### config.mk
export PLATFORM = sky130hd
export DESIGN_NAME = addr_ns_tr_flat
export DESIGN_NICKNAME = d
export VERILOG_FILES = /design/src/rtl/addr_ns_tr_if.sv /design/src/rtl/addr_ns_tr.sv /design/src/flat_wrapper.sv
export SDC_FILE = /design/constraint.sdc
export NUM_CORES = 1
export LEC_CHECK = 0
export ABC_AREA = 1
export BUFFER_PORTS_ARGS = -buffer_cell sky130_fd_sc_hd__buf_2
export CORE_MARGIN = 2
export CORE_UTILIZATION = 50
export CTS_BUF_LIST = sky130_fd_sc_hd__clkbuf_16
export CTS_CLUSTER_DIAMETER = 200
export DETAILED_ROUTE_END_ITERATION = 10
export GPL_TIMING_DRIVEN = 0
export PLACE_DENSITY = 0.74
export RECOVER_POWER = 100
export SLEW_MARGIN = 40
export SYNTH_ARGS = -nofsm -noshare
export SYNTH_HDL_FRONTEND = slang
export SYNTH_SLANG_ARGS = --single-unit
### constraint.sdc
create_clock -name clk -period 2.5 [get_ports clk]
set_input_delay 0.375 -clock clk [delete_from_list [all_inputs] [get_ports clk]]
set_output_delay 0.375 -clock clk [all_outputs]
set_load 0.02 [all_outputs]
### src/rtl/addr_ns_tr_if.sv
// Operand/result handshake bundle for addr_ns_tr, including the fault-injection hooks.
interface addr_ns_tr_if #(
  parameter int WIDTH    = 8,
  parameter int ERRCNT_W = 8
);
  logic                in_valid;
  logic                in_ready;
  logic [WIDTH-1:0]    a;
  logic [WIDTH-1:0]    b;
  logic                out_valid;
  logic                out_ready;
  logic [WIDTH:0]      sum;
  logic                err;
  logic                unc;
  logic [ERRCNT_W-1:0] err_count;
  logic                fi_en;
  logic [2:0]          fi_pass;
  logic [WIDTH:0]      fi_mask;

  modport master (
    output in_valid, a, b, out_ready, fi_en, fi_pass, fi_mask,
    input  in_ready, out_valid, sum, err, unc, err_count
  );

  modport slave (
    input  in_valid, a, b, out_ready, fi_en, fi_pass, fi_mask,
    output in_ready, out_valid, sum, err, unc, err_count
  );
endinterface

### src/rtl/addr_ns_tr.sv
// Time-redundant signed adder: one shared adder reused over MODE+1 passes with
// alternate operand encodings; mismatches are flagged (MODE 1) or voted out (MODE 2).
module addr_ns_tr #(
  parameter int WIDTH    = 8,
  parameter int MODE     = 1,
  parameter int ERRCNT_W = 8
) (
  input  logic         clk,
  input  logic         rst,
  addr_ns_tr_if.slave  bus
);
  localparam int W1 = WIDTH + 1;

  typedef enum logic [2:0] {IDLE, P1, P2, P3, DONE} state_t;

  state_t              r_state, w_next;
  logic [WIDTH-1:0]    r_a, r_b;
  logic [W1-1:0]       r_r1, r_r2, r_sum;
  logic                r_err, r_unc;
  logic [ERRCNT_W-1:0] r_errcnt;

  logic [W1-1:0] w_ax, w_bx, w_x, w_y, w_raw, w_r, w_post, w_sel;
  logic          w_cin, w_inj, w_last, w_err, w_unc;
  logic [1:0]    w_pidx;

  assign w_ax = {r_a[WIDTH-1], r_a};
  assign w_bx = {r_b[WIDTH-1], r_b};

  // Operand steering for the shared adder; P2 runs the inverted encoding.
  always_comb begin
    w_x    = w_ax;
    w_y    = w_bx;
    w_cin  = 1'b0;
    w_pidx = 2'd0;
    case (r_state)
      P2: begin
        w_x    = ~w_ax;
        w_y    = ~w_bx;
        w_cin  = 1'b1;
        w_pidx = 2'd1;
      end
      P3: begin
        w_x    = w_bx;
        w_y    = w_ax;
        w_pidx = 2'd2;
      end
      default: ;
    endcase
  end

  assign w_raw  = w_x + w_y + W1'(w_cin);
  assign w_inj  = bus.fi_en & bus.fi_pass[w_pidx];
  assign w_r    = w_raw ^ (w_inj ? bus.fi_mask : '0);
  assign w_post = (r_state == P2) ? ~w_r : w_r;

  assign w_last = ((r_state == P1) && (MODE == 0)) ||
                  ((r_state == P2) && (MODE == 1)) ||
                  (r_state == P3);

  // Final-pass result selection; w_post is the current (last) pass result.
  always_comb begin
    w_sel = w_post;
    w_err = 1'b0;
    w_unc = 1'b0;
    if (MODE == 1) begin
      w_sel = r_r1;
      w_err = (r_r1 != w_post);
    end else if (MODE == 2) begin
      w_err = (r_r1 != r_r2) || (r_r1 != w_post);
      if ((r_r1 == r_r2) || (r_r1 == w_post)) begin
        w_sel = r_r1;
      end else if (r_r2 == w_post) begin
        w_sel = r_r2;
      end else begin
        w_sel = r_r1;
        w_unc = 1'b1;
      end
    end
  end

  always_comb begin
    w_next = r_state;
    case (r_state)
      IDLE:    if (bus.in_valid) w_next = P1;
      P1:      w_next = (MODE == 0) ? DONE : P2;
      P2:      w_next = (MODE == 1) ? DONE : P3;
      P3:      w_next = DONE;
      DONE:    if (bus.out_ready) w_next = IDLE;
      default: w_next = IDLE;
    endcase
  end

  always_ff @(posedge clk) begin
    if (rst) r_state <= IDLE;
    else     r_state <= w_next;
  end

  always_ff @(posedge clk) begin
    if (rst) begin
      r_a      <= '0;
      r_b      <= '0;
      r_r1     <= '0;
      r_r2     <= '0;
      r_sum    <= '0;
      r_err    <= 1'b0;
      r_unc    <= 1'b0;
      r_errcnt <= '0;
    end else begin
      if (r_state == IDLE && bus.in_valid) begin
        r_a <= bus.a;
        r_b <= bus.b;
      end
      if (r_state == P1) r_r1 <= w_post;
      if (r_state == P2) r_r2 <= w_post;
      if (w_last) begin
        r_sum <= w_sel;
        r_err <= w_err;
        r_unc <= w_unc;
        if (w_err && (r_errcnt != '1)) r_errcnt <= r_errcnt + ERRCNT_W'(1);
      end
    end
  end

  assign bus.in_ready  = ~rst & (r_state == IDLE);
  assign bus.out_valid = (r_state == DONE);
  assign bus.sum       = r_sum;
  assign bus.err       = r_err;
  assign bus.unc       = r_unc;
  assign bus.err_count = r_errcnt;
endmodule
### src/flat_wrapper.sv
// flat-port wrapper written by rule: the top's interface ports become plain ports
module addr_ns_tr_flat 
#(
  parameter int WIDTH    = 8,
  parameter int MODE     = 1,
  parameter int ERRCNT_W = 8
)
  (clk, rst, bus_in_valid, bus_a, bus_b, bus_out_ready, bus_fi_en, bus_fi_pass, bus_fi_mask, bus_in_ready, bus_out_valid, bus_sum, bus_err, bus_unc, bus_err_count);
  addr_ns_tr_if #(.WIDTH(WIDTH), .ERRCNT_W(ERRCNT_W)) bus_i ();
  input  logic clk;
  input  logic rst;
  input wire logic [$bits(bus_i.in_valid)-1:0] bus_in_valid;
  input wire logic [$bits(bus_i.a)-1:0] bus_a;
  input wire logic [$bits(bus_i.b)-1:0] bus_b;
  input wire logic [$bits(bus_i.out_ready)-1:0] bus_out_ready;
  input wire logic [$bits(bus_i.fi_en)-1:0] bus_fi_en;
  input wire logic [$bits(bus_i.fi_pass)-1:0] bus_fi_pass;
  input wire logic [$bits(bus_i.fi_mask)-1:0] bus_fi_mask;
  output wire logic [$bits(bus_i.in_ready)-1:0] bus_in_ready;
  output wire logic [$bits(bus_i.out_valid)-1:0] bus_out_valid;
  output wire logic [$bits(bus_i.sum)-1:0] bus_sum;
  output wire logic [$bits(bus_i.err)-1:0] bus_err;
  output wire logic [$bits(bus_i.unc)-1:0] bus_unc;
  output wire logic [$bits(bus_i.err_count)-1:0] bus_err_count;
  assign bus_i.in_valid = bus_in_valid;
  assign bus_i.a = bus_a;
  assign bus_i.b = bus_b;
  assign bus_i.out_ready = bus_out_ready;
  assign bus_i.fi_en = bus_fi_en;
  assign bus_i.fi_pass = bus_fi_pass;
  assign bus_i.fi_mask = bus_fi_mask;
  assign bus_in_ready = bus_i.in_ready;
  assign bus_out_valid = bus_i.out_valid;
  assign bus_sum = bus_i.sum;
  assign bus_err = bus_i.err;
  assign bus_unc = bus_i.unc;
  assign bus_err_count = bus_i.err_count;
  addr_ns_tr #(.WIDTH(WIDTH), .MODE(MODE), .ERRCNT_W(ERRCNT_W)) u_core (.clk(clk), .rst(rst), .bus(bus_i));
endmodule
## Word level (Yosys, flattened, before mapping)

Index checks and enable logic that the tools add are counted.

- Bits of input ports: 33
- Register bits after elaboration: 46
- Logic and storage cells: 44
- Output and inout port bits: 21

- Add/sub/neg operators: 3
- Bitwise operators: 7
- Mux-type cells: 11
- Eq/ne operators: 8
- Order comparisons: 1
- Reduce and logical (&&, ||, !) cells: 7

Operators with widths:

| cell | count |
|---|---|
| $pmux W9 S2 | 2 |
| $not A9 Y9 | 3 |
| $mux W9 | 2 |
| $pmux W3 S4 | 1 |
| $add A9 B1 Y9 | 1 |
| $add A9 B9 Y9 | 1 |
| $ne A9 B9 Y1 | 1 |
| $xor A9 B9 Y9 | 1 |
| $add A8 B1 Y8 const B | 1 |
| $ne A8 B8 Y1 const B | 1 |
| $eq A3 B2 Y1 const B | 2 |
| $mux W3 | 2 |
| $ne A2 B2 Y1 const B | 2 |
| $pmux W2 S2 | 1 |
| $reduce_and A2 Y1 | 2 |
| $eq A3 B1 Y1 const B | 1 |
| $eq A3 B3 Y1 const B | 1 |
| $logic_not A3 Y1 | 1 |
| $lt A2 B3 Y1 const B | 1 |
| $and A1 B1 Y1 | 2 |
| $bmux W1 S2 | 1 |
| $logic_and A1 B1 Y1 | 2 |
| $mux W1 | 2 |
| $reduce_or A2 Y1 | 1 |
| other kinds (2) | 2 |

## Longest topological paths before layout

Gate-level depths: netlist of run 1.

- Word-level depth: 12
- Depth in mapped cells: 23
- Gate-level depth less buffers: 22

## Least setup slack after synthesis of run 1

Ideal clock, no wire load.

- Path kind: reg-to-reg
- Start: reg u_core.r_state[2]
- End: reg u_core.r_errcnt[2], in the netlist u_core.bus.err_count[2]
- Cell stages (with the launch flop): 20
- Setup time: 70 ps
- Clock period less this slack: 2541 ps
- Data required time: 2430 ps
- Arrival: 2470 ps
- Path buffers: 0
- Setup slack: -41 ps
- Cells stage by stage: dfxtp_1 inv_1 nand2_2 nor2_8 ha_1 nand3b_1 ha_1 xnor2_1 nand3b_1 nand2_1 nand2_1 nand2_1 nand2_1 nor2_1 nand3_1 nor2_2 nand3_4 nand3_4 nand2_1 a21oi_1

- Longest elaborated chain between the ends: 12
- Elaborated cells on any way between the ends: 19
- Classes of those cells: add/sub: 2; eq/ne: 3; mux: 8; bitwise: 3; reduce/logical: 3

Ends and longest elaborated chain:

| what | line | RTL |
|---|---|---|
| start: declaration | addr_ns_tr.sv:16 | `state_t r_state, w_next;` |
| start signal: assignment | addr_ns_tr.sv:95 | `else r_state <= w_next;` |
| branches (longest 11 deep; another with $add A9 B9 Y9) | - |  |
| $reduce_and A2 Y1 (no source line) (*) | - |  |
| end signal: assignment | addr_ns_tr.sv:119 | `if (w_err && (r_errcnt != '1)) r_errcnt <= r_errcnt + ERRCNT_W'(1);` |
| end: declaration | addr_ns_tr.sv:20 | `logic [ERRCNT_W-1:0] r_errcnt;` |

Every way passes the cells marked *. The select of a mux whose other input is x is not followed.
A chain may end at the register's enable or synchronous reset.

## Worst setup path after layout of run 1

- Start: reg u_core.r_a[0]
- End: reg u_core.r_errcnt[0], in the netlist u_core.bus.err_count[0]

- Longest elaborated chain between the ends: 10
- Elaborated cells on any way between the ends: 11
- Classes of those cells: add/sub: 2; eq/ne: 1; mux: 3; bitwise: 3; reduce/logical: 2

Ends and longest elaborated chain:

| what | line | RTL |
|---|---|---|
| start: declaration | addr_ns_tr.sv:17 | `logic [WIDTH-1:0] r_a, r_b;` |
| start signal: assignment | addr_ns_tr.sv:110 | `r_a <= bus.a;` |
| $not A9 Y9 | addr_ns_tr.sv:37 | `w_x = ~w_ax;` |
| $pmux W9 S2 | addr_ns_tr.sv:35 | `case (r_state)` |
| $add A9 B9 Y9 (*) | addr_ns_tr.sv:51 | `assign w_raw = w_x + w_y + W1'(w_cin);` |
| $add A9 B1 Y9 (*) | addr_ns_tr.sv:51 |  |
| $xor A9 B9 Y9 (*) | addr_ns_tr.sv:53 | `assign w_r = w_raw ^ (w_inj ? bus.fi_mask : '0);` |
| $not A9 Y9 | addr_ns_tr.sv:54 | `assign w_post = (r_state == P2) ? ~w_r : w_r;` |
| $mux W9 (*) | addr_ns_tr.sv:54 |  |
| $ne A9 B9 Y1 (*) | addr_ns_tr.sv:67 | `w_err = (r_r1 != w_post);` |
| $logic_and A1 B1 Y1 (*) | addr_ns_tr.sv:119 |  |
| $reduce_and A2 Y1 (no source line) (*) | - |  |

Mark *: on every way between the ends. The rest lies on a longest branch, timed or not.

==> results of run 1 <==
==> layout make-up <==
| type | count | area share [%] |
|---|---|---|
| multi-input combinational | 322 | 47.9 |
| tap | 72 | 2.44 |
| sequential | 46 | 25.2 |
| clock inverter | 3 | 0.475 |
| buffer | 15 | 2.24 |
| timing repair buffer | 73 | 11.2 |
| clock buffer | 5 | 3.39 |
| inverter | 69 | 7.23 |
==> path summary, 6_finish.rpt <==
path,depth (start not counted),slack [ns],startpoint,end
setup / recovery,17,-0.26,u_core.r_a[0],u_core.bus.err_count[0]
hold / removal,4,0.33,bus_out_ready,u_core.r_state[2]
setup reg to reg,17,-0.26,u_core.r_a[0],u_core.bus.err_count[0]
hold reg to reg,2,0.46,u_core.r_b[5],u_core.r_b[5]
==> through the flow <==
stage / util, % / setup TNS (ns)
finish: 66.5 / -2.09
floorplan: - / 0
CTS: 64.4 / -1.92
global route: 66.5 / -3.54
detailed placement: 58.3 / -3.10
global placement: 58.3 / -2.87
==> state kept, by name (all words and copies together) (netlist names) <==
name                  cells
u_core.bus.err            1
u_core.r_state            3
u_core.bus.sum            9
u_core.r_b                8
u_core.bus.err_count      8
u_core.r_a                8
u_core.r_r1               9
==> what timing repair did <==
action	CTS	global route
setup buffers	16	7
pin swaps	16	12
cloned	1	0
setup endpoints to repair	9	10
endpoints found under the hold margin	0	0
resized for setup	15	22
==> routing by layer <==
| metal | wire length (µm) | track usage (%) | vias up |
|---|---|---|---|
| li1 | - | - | 1617 |
| met3 | 459 | 4.30 | 8 |
| met2 | 3720 | 41.4 | 80 |
| met5 | 0 | 0 | - |
| met4 | 72 | 5.93 | 0 |
| met1 | 3340 | 31.3 | 1450 |
==> report_power, final <==
group / switching [mW] / internal [mW]
combinational: 0.423 / 0.280
sequential: 0.0318 / 0.782
clock: 0.282 / 0.367
==> cells in the mapped netlist <==
cell type	n	area (µm²)
a21oi_1	43	215
a21oi_4	1	16.3
and2_1	1	6.26
buf_1	1	3.75
buf_4	4	30.0
buf_6	1	11.3
clkbuf_1	9	33.8
clkinv_1	2	7.51
conb_1	1	3.75
dfxtp_1	46	921
ha_1	3	37.5
inv_1	64	240
inv_2	2	7.51
inv_4	1	6.26
nand2_1	114	428
nand2_2	5	31.3
nand3_1	43	215
nand3_2	3	30.0
nand3_4	2	35.0
nand3b_1	5	37.5
nand4_1	11	68.8
nor2_1	26	97.6
nor2_2	3	18.8
nor2_8	1	20.0
nor3_1	3	15.0
nor4_1	1	6.26
o211ai_1	2	15.0
o21ai_0	33	165
o21ai_1	5	25.0
xnor2_1	7	61.3
xor2_1	8	70.1
==> tightest hold or removal path: stages <==
cell	delay, ns
buf_2	0.08
inv_1	0.03
nand2_1	0.05
a21oi_1	0.05
==> cells by family (layout without fill, tap and decap cells) <==
family                   count (synthesis)  after routing  synth area share, %
AND/OR/NAND/NOR                        218            219                 35.1
AO/OA/AOI/OAI                           84             84                 15.2
buffers and inverters                   84            165                 11.8
flip-flops                              46             46                 32.0
XOR/XNOR                                15             15                 4.56
adder cells (fa/ha/maj)                  3              3                 1.30
other                                    1              1                0.130
==> results.txt, run 1 <==
CP most frequent cell = nand2_1
Final Critical Period = 2.76 ns
PwrDens = 588 nW/µm²
layout cells sized above 1 = 21.8%
synth warn = 0
Synth Net Count = 487
# setup viols final = 10
Setup crit start kind = flop
Clock Latency Late Sink = 0.29 ns
drt first-iter violations = 170
vias in the first global route = 2796
IO Pins = 54
Fill cells = 488
# rows = 27
GP Congestion = 0.846
CTS tree = built
Gate Count Post-Synth = 451
Hold Slack = 0.329 ns
post-route cell area = 3690 µm²
PortBufs = 51
largest net degree at the start of global routing = 15
crit-path max cell delay = 0.34 ns
worst setup margin = -0.256 ns
Die Y = 79.9 µm
worst min path class = input port to flop
post-synthesis sequential area ratio = 32.0%
Post-Place Setup Slack = -0.371 ns
P&R area growth vs syn = 28.0%
vias per cell = 5.21
Worst path top cell family by delay = simple AND/OR/NAND/NOR gates
Period Utilization, post-route = 110%
worst-margin pin slew = 0.510 ns
Worst Clk Skew = 0.00330 ns
violated checks = setup timing
critical path arrival = 2.90 ns
CTS Root Cell = clkbuf_16
GRT overflow = 0
vias = 3155
max-slew violations = 0
Tot Pwr = 2.17 mW
max_cap viols = 0
Post-DP HPWL = 5180 µm
Non-Filler Instances = 605
Seq cells post-synth = 46
worst path cell trace = xor2_2, ha_4, nand3b_1, ha_4, xnor2_4, nand3b_1, nand2_2, nand2_1, nand2_1, nand2_1, nor2_2, nand3_2, nor2_4, nand3_4, buf_6, nand4_1, a21oi_1
register area = 927 µm²
initial antenna violation count = 0
DP Area = 3230 µm²
Initial Utilization = 52.0%
Pre-antenna DRT Iters = 4
die area = 6380 µm²
Worst setup EP type = flop
fmax = 0.363 GHz
Rel. slew slack = 66.0%
Max Root-Sink Buffers = 2
Die Wd = 79.9 µm
final wirelength = 7590 µm
core area = 5540 µm²
Mapped Area = 2880 µm²
Final Hold Viols = 0
DRT antenna net count = 0
multi-input logic area = 1770 µm²
post-synth cell types = 31
commonest non-fill, non-tap cell in the layout = nand2_1
status = finished, violations left
fin nets = 568
cts hold-fix bufs = 0
Max stage delay cell, worst path = dfxtp_1
GRT Total Usage = 24.1%
RSZ-0062 raised after global routing = true
VDD IR-drop max = 0.309 mV
WP data required = 2.65 ns
Leakage = 1.79 nW
# H-tree levels = 2
DR DRC count = 0
Synth Area per Inst = 6.39 µm²
WL/cell = 12.5 µm
most frequent cells in the layout = 107 x nand2_1, 63 x inv_1, 43 x dfxtp_1
placed insts = 574
clock transition at the registers of the reported paths = 0.06 ns
Crit Path Class = flop to flop
first-pass GRT wire length = 12300 µm
antenna diode count = 0
crit path max fanout = 4
Buf+Inv Stages, Crit Path = 1
CTS Buf Count = 5
CTS sink count = 46
Note: power is estimated with default switching activity, not from simulation.
==> run 2: changes to the inputs <==
CORE_ASPECT_RATIO = 1.25   (was default)
CORE_MARGIN = default   (was 2)
==> run 2 against run 1 <==
Net effect: the run still ends with setup timing left; count of clock-buffer cells in the layout unchanged; die area shrank 4.9%; setup slack improved by 0.088 ns; via count fell by 4.3%; cell area grew 0.10%; core utilization is 0.80 points higher; worst hold slack hardly changed; clock skew grew 0.0057 ns; sequential share of layout area is essentially flat; global-route usage up 0.52 points; sequential power about the same; sequential cell count unchanged; critical path type unchanged; critical endpoint is now u_core.bus.err_count[7]; largest power group is now clock; highest routed layer unchanged.
==> results.txt, run 2 (synthesis results as in run 1) <==
# setup viols final = 9 (-1)
Worst setup EP type = flop
layout cells sized above 1 = 23.1% (+1.3 points)
GP Congestion = 0.831 (-1.8%)
antenna diode count = 0 (unchanged)
Hold Slack = 0.329 ns (-0.000396 ns)
crit path max fanout = 3 (-1)
Critical Path Sink = u_core.bus.err_count[7]
DR DRC count = 0 (unchanged)
Worst R2R End = u_core.bus.err_count[7]
CTS tree = built
worst setup margin = -0.168 ns (+0.0877 ns)
worst-margin pin slew = 0.559 ns (+0.0496 ns)
commonest non-fill, non-tap cell in the layout = nand2_1
vias in the first global route = 2654 (-5.1%)
initial antenna violation count = 0 (unchanged)
largest net degree at the start of global routing = 16 (+1)
fmax = 0.375 GHz (+3.3%)
Post-DP HPWL = 5060 µm (-2.5%)
most frequent cells in the layout = 107 x nand2_1, 62 x inv_1, 47 x buf_2
DRT antenna net count = 0 (unchanged)
Die Wd = 69.9 µm (-13%)
WP data required = 2.67 ns (+0.02 ns)
Setup crit start kind = flop
Worst Reg-to-Reg Cells = 20 (+3)
Final Hold Viols = 0 (unchanged)
GRT Total Usage = 24.7% (+0.52 points)
# H-tree levels = 2 (unchanged)
Post-Place Setup Slack = -0.416 ns (-0.0455 ns)
Initial Utilization = 52.6% (+0.57 points)
core area = 5480 µm² (-1.1%)
IO Pins = 54 (unchanged)
Period Utilization, post-route = 107% (-3.5 points)
Worst Clk Skew = 0.00897 ns (+0.00567 ns)
Crit. Startpoint = u_core.r_state[0]
CTS Root Cell = clkbuf_16
max-slew violations = 0 (unchanged)
# rows = 30 (+11%)
Die Y = 86.9 µm (+8.7%)
drt first-iter violations = 167 (-1.8%)
final wirelength = 7190 µm (-5.3%)
VDD IR-drop max = 0.319 mV (+3.0%)
source of the worst register-to-register timing path = u_core.r_state[0]
vias per cell = 5.09 (-2.4%)
max_cap viols = 0 (unchanged)
Crit Path Class = flop to flop
die area = 6070 µm² (-4.9%)
critical path arrival = 2.84 ns (-0.06 ns)
first-pass GRT wire length = 12000 µm (-2.4%)
Rel. slew slack = 62.7% (-3.3 points)
clock transition at the registers of the reported paths = 0.07 ns (about the same)
Clock Latency Late Sink = 0.30 ns (about the same)
CTS Buf Count = 5 (unchanged)
Pre-antenna DRT Iters = 4 (unchanged)
worst min path class = input port to flop
CTS sink count = 46 (unchanged)
GRT overflow = 0 (unchanged)
PortBufs = 51 (unchanged)
P&R area growth vs syn = 28.1%
R2R Setup Slk = -0.17 ns (+0.09 ns)
violated checks = setup timing
vias = 3018 (-4.3%)
fin nets = 564 (-0.70%)
setup tns final = -1.23 ns (+0.856 ns)
status = finished, violations left
WL/cell = 12.1 µm (-3.4%)
Leakage = 1.82 nW (+1.8%)
Max Root-Sink Buffers = 2 (unchanged)
PwrDens = 631 nW/µm² (+7.3%)
Final Critical Period = 2.67 ns (-0.0877 ns)
RSZ-0062 raised after global routing = true
run 2: cell types whose count changed in the layout (fill, tap and decap cells not counted), moves of 2 or more:
cell	delta
a21oi_1	-2
a21oi_2	+2
buf_2	+9
buf_4	-3
bufinv_16	+2
clkbuf_1	-9
run 2: repair_timing:
item                                    4_1_cts  5_1_grt
endpoints found under the setup margin        9        9
pin swaps                                    12       16
hold buffers                                  0        0
cloned                                        1        0
resized for setup                            13       21
buffers inserted                             13        5
run 2: layout make-up:
type,count,area [µm²]
clock buffer,5,125
timing repair buffer,69,389
clock inverter,3,68.8
tap,64,80.1
fill,489,1790
inverter,69,267
sequential,46,930
buffer,15,82.6
multi-input combinational,322,1750
run 2: worst min path at each step:
stage / cells past startpoint / slack, ns / start / to
6_report: 4 / 0.33 / bus_out_ready / u_core.r_state[2]
2_1_floorplan: 2 / 0.44 / u_core.r_b[3] / u_core.r_b[3]
4_1_cts: 4 / 0.33 / bus_out_ready / u_core.r_state[2]
3_5_place_dp: 2 / 0.45 / u_core.r_a[5] / u_core.r_a[5]
3_3_place_gp: 2 / 0.45 / u_core.r_a[3] / u_core.r_a[3]
5_1_grt: 4 / 0.36 / bus_out_ready / u_core.r_state[2]
run 2: power breakdown:
group | switching [mW] | total, mW | leakage [nW] | internal, mW
combinational | 0.397 | 0.639 | 1.35 | 0.242
sequential | 0.0326 | 0.813 | 0.379 | 0.781
clock | 0.300 | 0.875 | 0.0940 | 0.575
run 2: through the flow:
| step | std cells | cell area [µm²] | power (mW) | util, % |
|---|---|---|---|---|
| after global placement | 566 | 3220 | 1.35 | 58.8 |
| final | 593 | 3690 | 2.33 | 67.3 |
| after global routing | 593 | 3690 | 2.46 | 67.3 |
| after detailed placement | 566 | 3220 | 1.36 | 58.8 |
| after floorplan | 451 | 2890 | 1.24 | - |
| after CTS | 588 | 3570 | 2.28 | 65.2 |
run 2: critical path, cell delays in order (launching register included):
cell	delay, ns
dfxtp_1	0.31
buf_6	0.14
inv_6	0.05
nand3_2	0.08
buf_6	0.12
nand3_1	0.06
nand3b_1	0.14
ha_4	0.26
xnor2_2	0.13
nand3b_1	0.19
nand2_1	0.11
nand2_1	0.05
nand2_1	0.05
nand2_1	0.04
nor2_1	0.11
nand3_1	0.13
nor2_4	0.14
nand3_4	0.11
buf_4	0.15
nand4_1	0.08
a21oi_2	0.07
run 2: routing by layer:
metal / share of wire (%) / track usage (%) / vias to the layer above
li1: - / - / 1603
met1: 43 / 30.2 / 1349
met2: 51 / 43.2 / 54
met3: 4.1 / 4.63 / 12
met4: 1.9 / 8.91 / 0
met5: 0 / 0 / -
==> run 3: changes to the inputs <==
PLACE_DENSITY = 0.71   (was 0.74)
clock period = 2.8 ns   (was 2.5 ns; I/O delays follow)
==> run 3 against run 2 <==
Net effect: the flow now finishes without violations; combinational power is 11% lower; register-to-register slack better by 0.32 ns; routed wire length decreased by 2.7%; first-iteration DRC count is 20% higher; count of clock-buffer cells in the layout unchanged; final cell count shrank 0.84%; die area is the same; non-clock buffer count is 5 lower; core utilization down 1.4 points; highest routed layer unchanged.
==> results.txt, run 3 (synthesis results as in run 1) <==
PwrDens = 516 nW/µm² (-18%)
CTS tree = built
Switch Pwr = 625 µW (-14%)
layout cells sized above 1 = 22.3% (-0.73 points)
clock transition at the registers of the reported paths = 0.06 ns (about the same)
R2R Setup Slk = 0.15 ns (+0.32 ns)
# setup viols final = 0 (-9)
IO Pins = 54 (unchanged)
CP most frequent cell = nand2_1
critical path arrival = 2.87 ns (+0.03 ns)
source of the worst register-to-register timing path = u_core.r_state[2]
fin nets = 559 (-0.89%)
Period Utilization, post-route = 94.5% (-12 points)
# rows = 30 (unchanged)
Max stage delay cell, worst path = dfxtp_2
vias = 3027 (+0.30%)
Worst setup EP type = flop
Pre-antenna DRT Iters = 4 (unchanged)
max_cap viols = 0 (unchanged)
largest net degree at the start of global routing = 14 (-2)
fmax = 0.378 GHz (+0.78%)
Die Y = 86.9 µm (unchanged)
Reg power frac = 39.0% (+4.0 points)
Critical Path Sink = u_core.bus.err_count[6]
Clock Latency Late Sink = 0.28 ns (-0.02 ns)
CTS Buf Count = 5 (unchanged)
DR DRC count = 0 (unchanged)
drt first-iter violations = 200 (+20%)
Initial Utilization = 52.6% (unchanged)
Worst Reg-to-Reg Cells = 21 (+5.0%)
die area = 6070 µm² (unchanged)
antenna diode count = 0 (unchanged)
max-slew violations = 0 (unchanged)
CTS Root Cell = clkbuf_16
CTS sink count = 46 (unchanged)
Final Critical Period = 2.65 ns (-0.0208 ns)
PortBufs = 51 (unchanged)
setup tns final = 0 ns (+1.23 ns)
vias in the first global route = 2588 (-2.5%)
commonest non-fill, non-tap cell in the layout = nand2_1
# H-tree levels = 2 (unchanged)
Worst Clk Skew = 0.00444 ns (-0.00454 ns)
Max Root-Sink Buffers = 2 (unchanged)
Die Wd = 69.9 µm (unchanged)
VDD IR-drop max = 0.364 mV (+14%)
Sw Ratio = 33.5% (+2.2 points)
GRT overflow = 0 (unchanged)
Post-DP HPWL = 5050 µm (-0.11%)
DP Area = 3220 µm² (-0.16%)
RSZ-0062 raised after global routing = true
P&R area growth vs syn = 25.4%
first-pass GRT wire length = 11300 µm (-5.8%)
worst min path class = input port to flop
WP data required = 3.02 ns (+0.35 ns)
status = completed
DRT antenna net count = 0 (unchanged)
Crit Path Class = flop to flop
Worst R2R End = u_core.bus.err_count[6]
Setup crit start kind = flop
worst path cell trace = inv_4, nand2_4, nor2_8, ha_4, nand3b_1, ha_4, inv_1, nand3_2, nand2_1, nand3_2, nand2_1, nand2_1, nand2_1, nand3_1, nand3_1, nand2_1, inv_2, nand3_4, nand3_4, nand2_1, a21oi_2
initial antenna violation count = 0 (unchanged)
crit path max fanout = 8 (+5)
GP Congestion = 0.797 (-4.0%)
Comb power frac = 30.7% (+3.2 points)
worst-margin pin slew = 0.568 ns (+0.00876 ns)
clock power share = 30.3% (-7.3 points)
WL/cell = 11.9 µm (-1.9%)
Worst path top cell family by delay = simple AND/OR/NAND/NOR gates
core area = 5480 µm² (unchanged)
P_int = 1.24 mW (-22%)
vias per cell = 5.15 (+1.2%)
GRT Total Usage = 23.1% (-1.6 points)
crit-path max cell delay = 0.36 ns (+0.05 ns)
Buf+Inv Stages, Crit Path = 3 (-1)
Crit. Startpoint = u_core.r_state[2]
final wirelength = 6990 µm (-2.7%)
post-route cell area = 3610 µm² (-2.1%)
Final Hold Viols = 0 (unchanged)
Critical Path Stages = 21 (+5.0%)
Leakage = 1.80 nW (-1.4%)
Rel. slew slack = 62.1% (-0.58 points)
most frequent cells in the layout = 109 x nand2_1, 63 x inv_1, 51 x buf_2
run 3: worst register-to-register path, cell delays in order, from the launching register on:
cell      delay (ns)
dfxtp_2         0.36
inv_4           0.04
nand2_4         0.09
nor2_8          0.06
ha_4            0.14
nand3b_1        0.21
ha_4            0.19
inv_1           0.09
nand3_2         0.11
nand2_1         0.08
nand3_2         0.10
nand2_1         0.12
nand2_1         0.05
nand2_1         0.08
nand3_1         0.09
nand3_1         0.09
nand2_1         0.06
inv_2           0.12
nand3_4         0.15
nand3_4         0.16
nand2_1         0.09
a21oi_2         0.11
run 3: power groups by stage:
stage          Combinational [mW]  Clock, mW  Sequential [mW]
2_1_floorplan               0.359          0            0.745
3_3_place_gp                0.468          0            0.737
3_5_place_dp                0.477          0            0.739
4_1_cts                     0.521      0.574            0.725
5_1_grt                     0.641      0.601            0.732
6_report                    0.571      0.565            0.727
run 3: stage by stage:
stage / utilization [%] / setup WS [ns] / std cells / total power [mW] / hold slack [ns]
floorplan: - / 0.259 / 451 / 1.10 / 0.437
global placement: 58.7 / -0.124 / 566 / 1.20 / 0.447
detailed placement: 58.7 / -0.208 / 566 / 1.22 / 0.451
CTS: 62.9 / 0.00674 / 581 / 1.82 / 0.381
global route: 65.9 / -0.0244 / 588 / 1.97 / 0.431
finish: 65.9 / 0.153 / 588 / 1.86 / 0.404
run 3: routing by layer:
layer	routed length, µm	vias up	GRT usage, %	share of wire [%]
met1	3090	1347	27.9	44
met2	3560	64	41.0	51
li1	-	1606	-	-
met4	107	0	8.36	1.5
met3	226	10	4.05	3.2
met5	0	-	0	0
run 3: how the worst min path moves through the flow:
stage	from	to	slack [ns]	depth (start not counted)
3_5_place_dp	u_core.r_b[7]	u_core.r_b[7]	0.45	2
5_1_grt	bus_a[7]	u_core.r_a[7]	0.43	3
6_report	bus_out_ready	u_core.r_state[2]	0.40	4
2_1_floorplan	u_core.r_b[3]	u_core.r_b[3]	0.44	2
4_1_cts	bus_out_ready	u_core.r_state[2]	0.38	4
3_3_place_gp	u_core.r_a[5]	u_core.r_a[5]	0.45	2
run 3: cell type report:
class | instances | area, µm²
fillers | 499 | 1870
flip-flops and latches | 46 | 927
plain buffers | 15 | 82.6
well taps | 64 | 80.1
inverters | 69 | 269
repair buffers | 64 | 357
clock buffers | 5 | 125
clock inverters | 3 | 12.5
multi-input cells | 322 | 1760
run 3: what timing repair did:
item,CTS,global route
buffers inserted,6,7
setup endpoints to repair,9,9
cloned,1,0
pin swaps,6,18
resized for setup,10,26
hold buffers,0,0
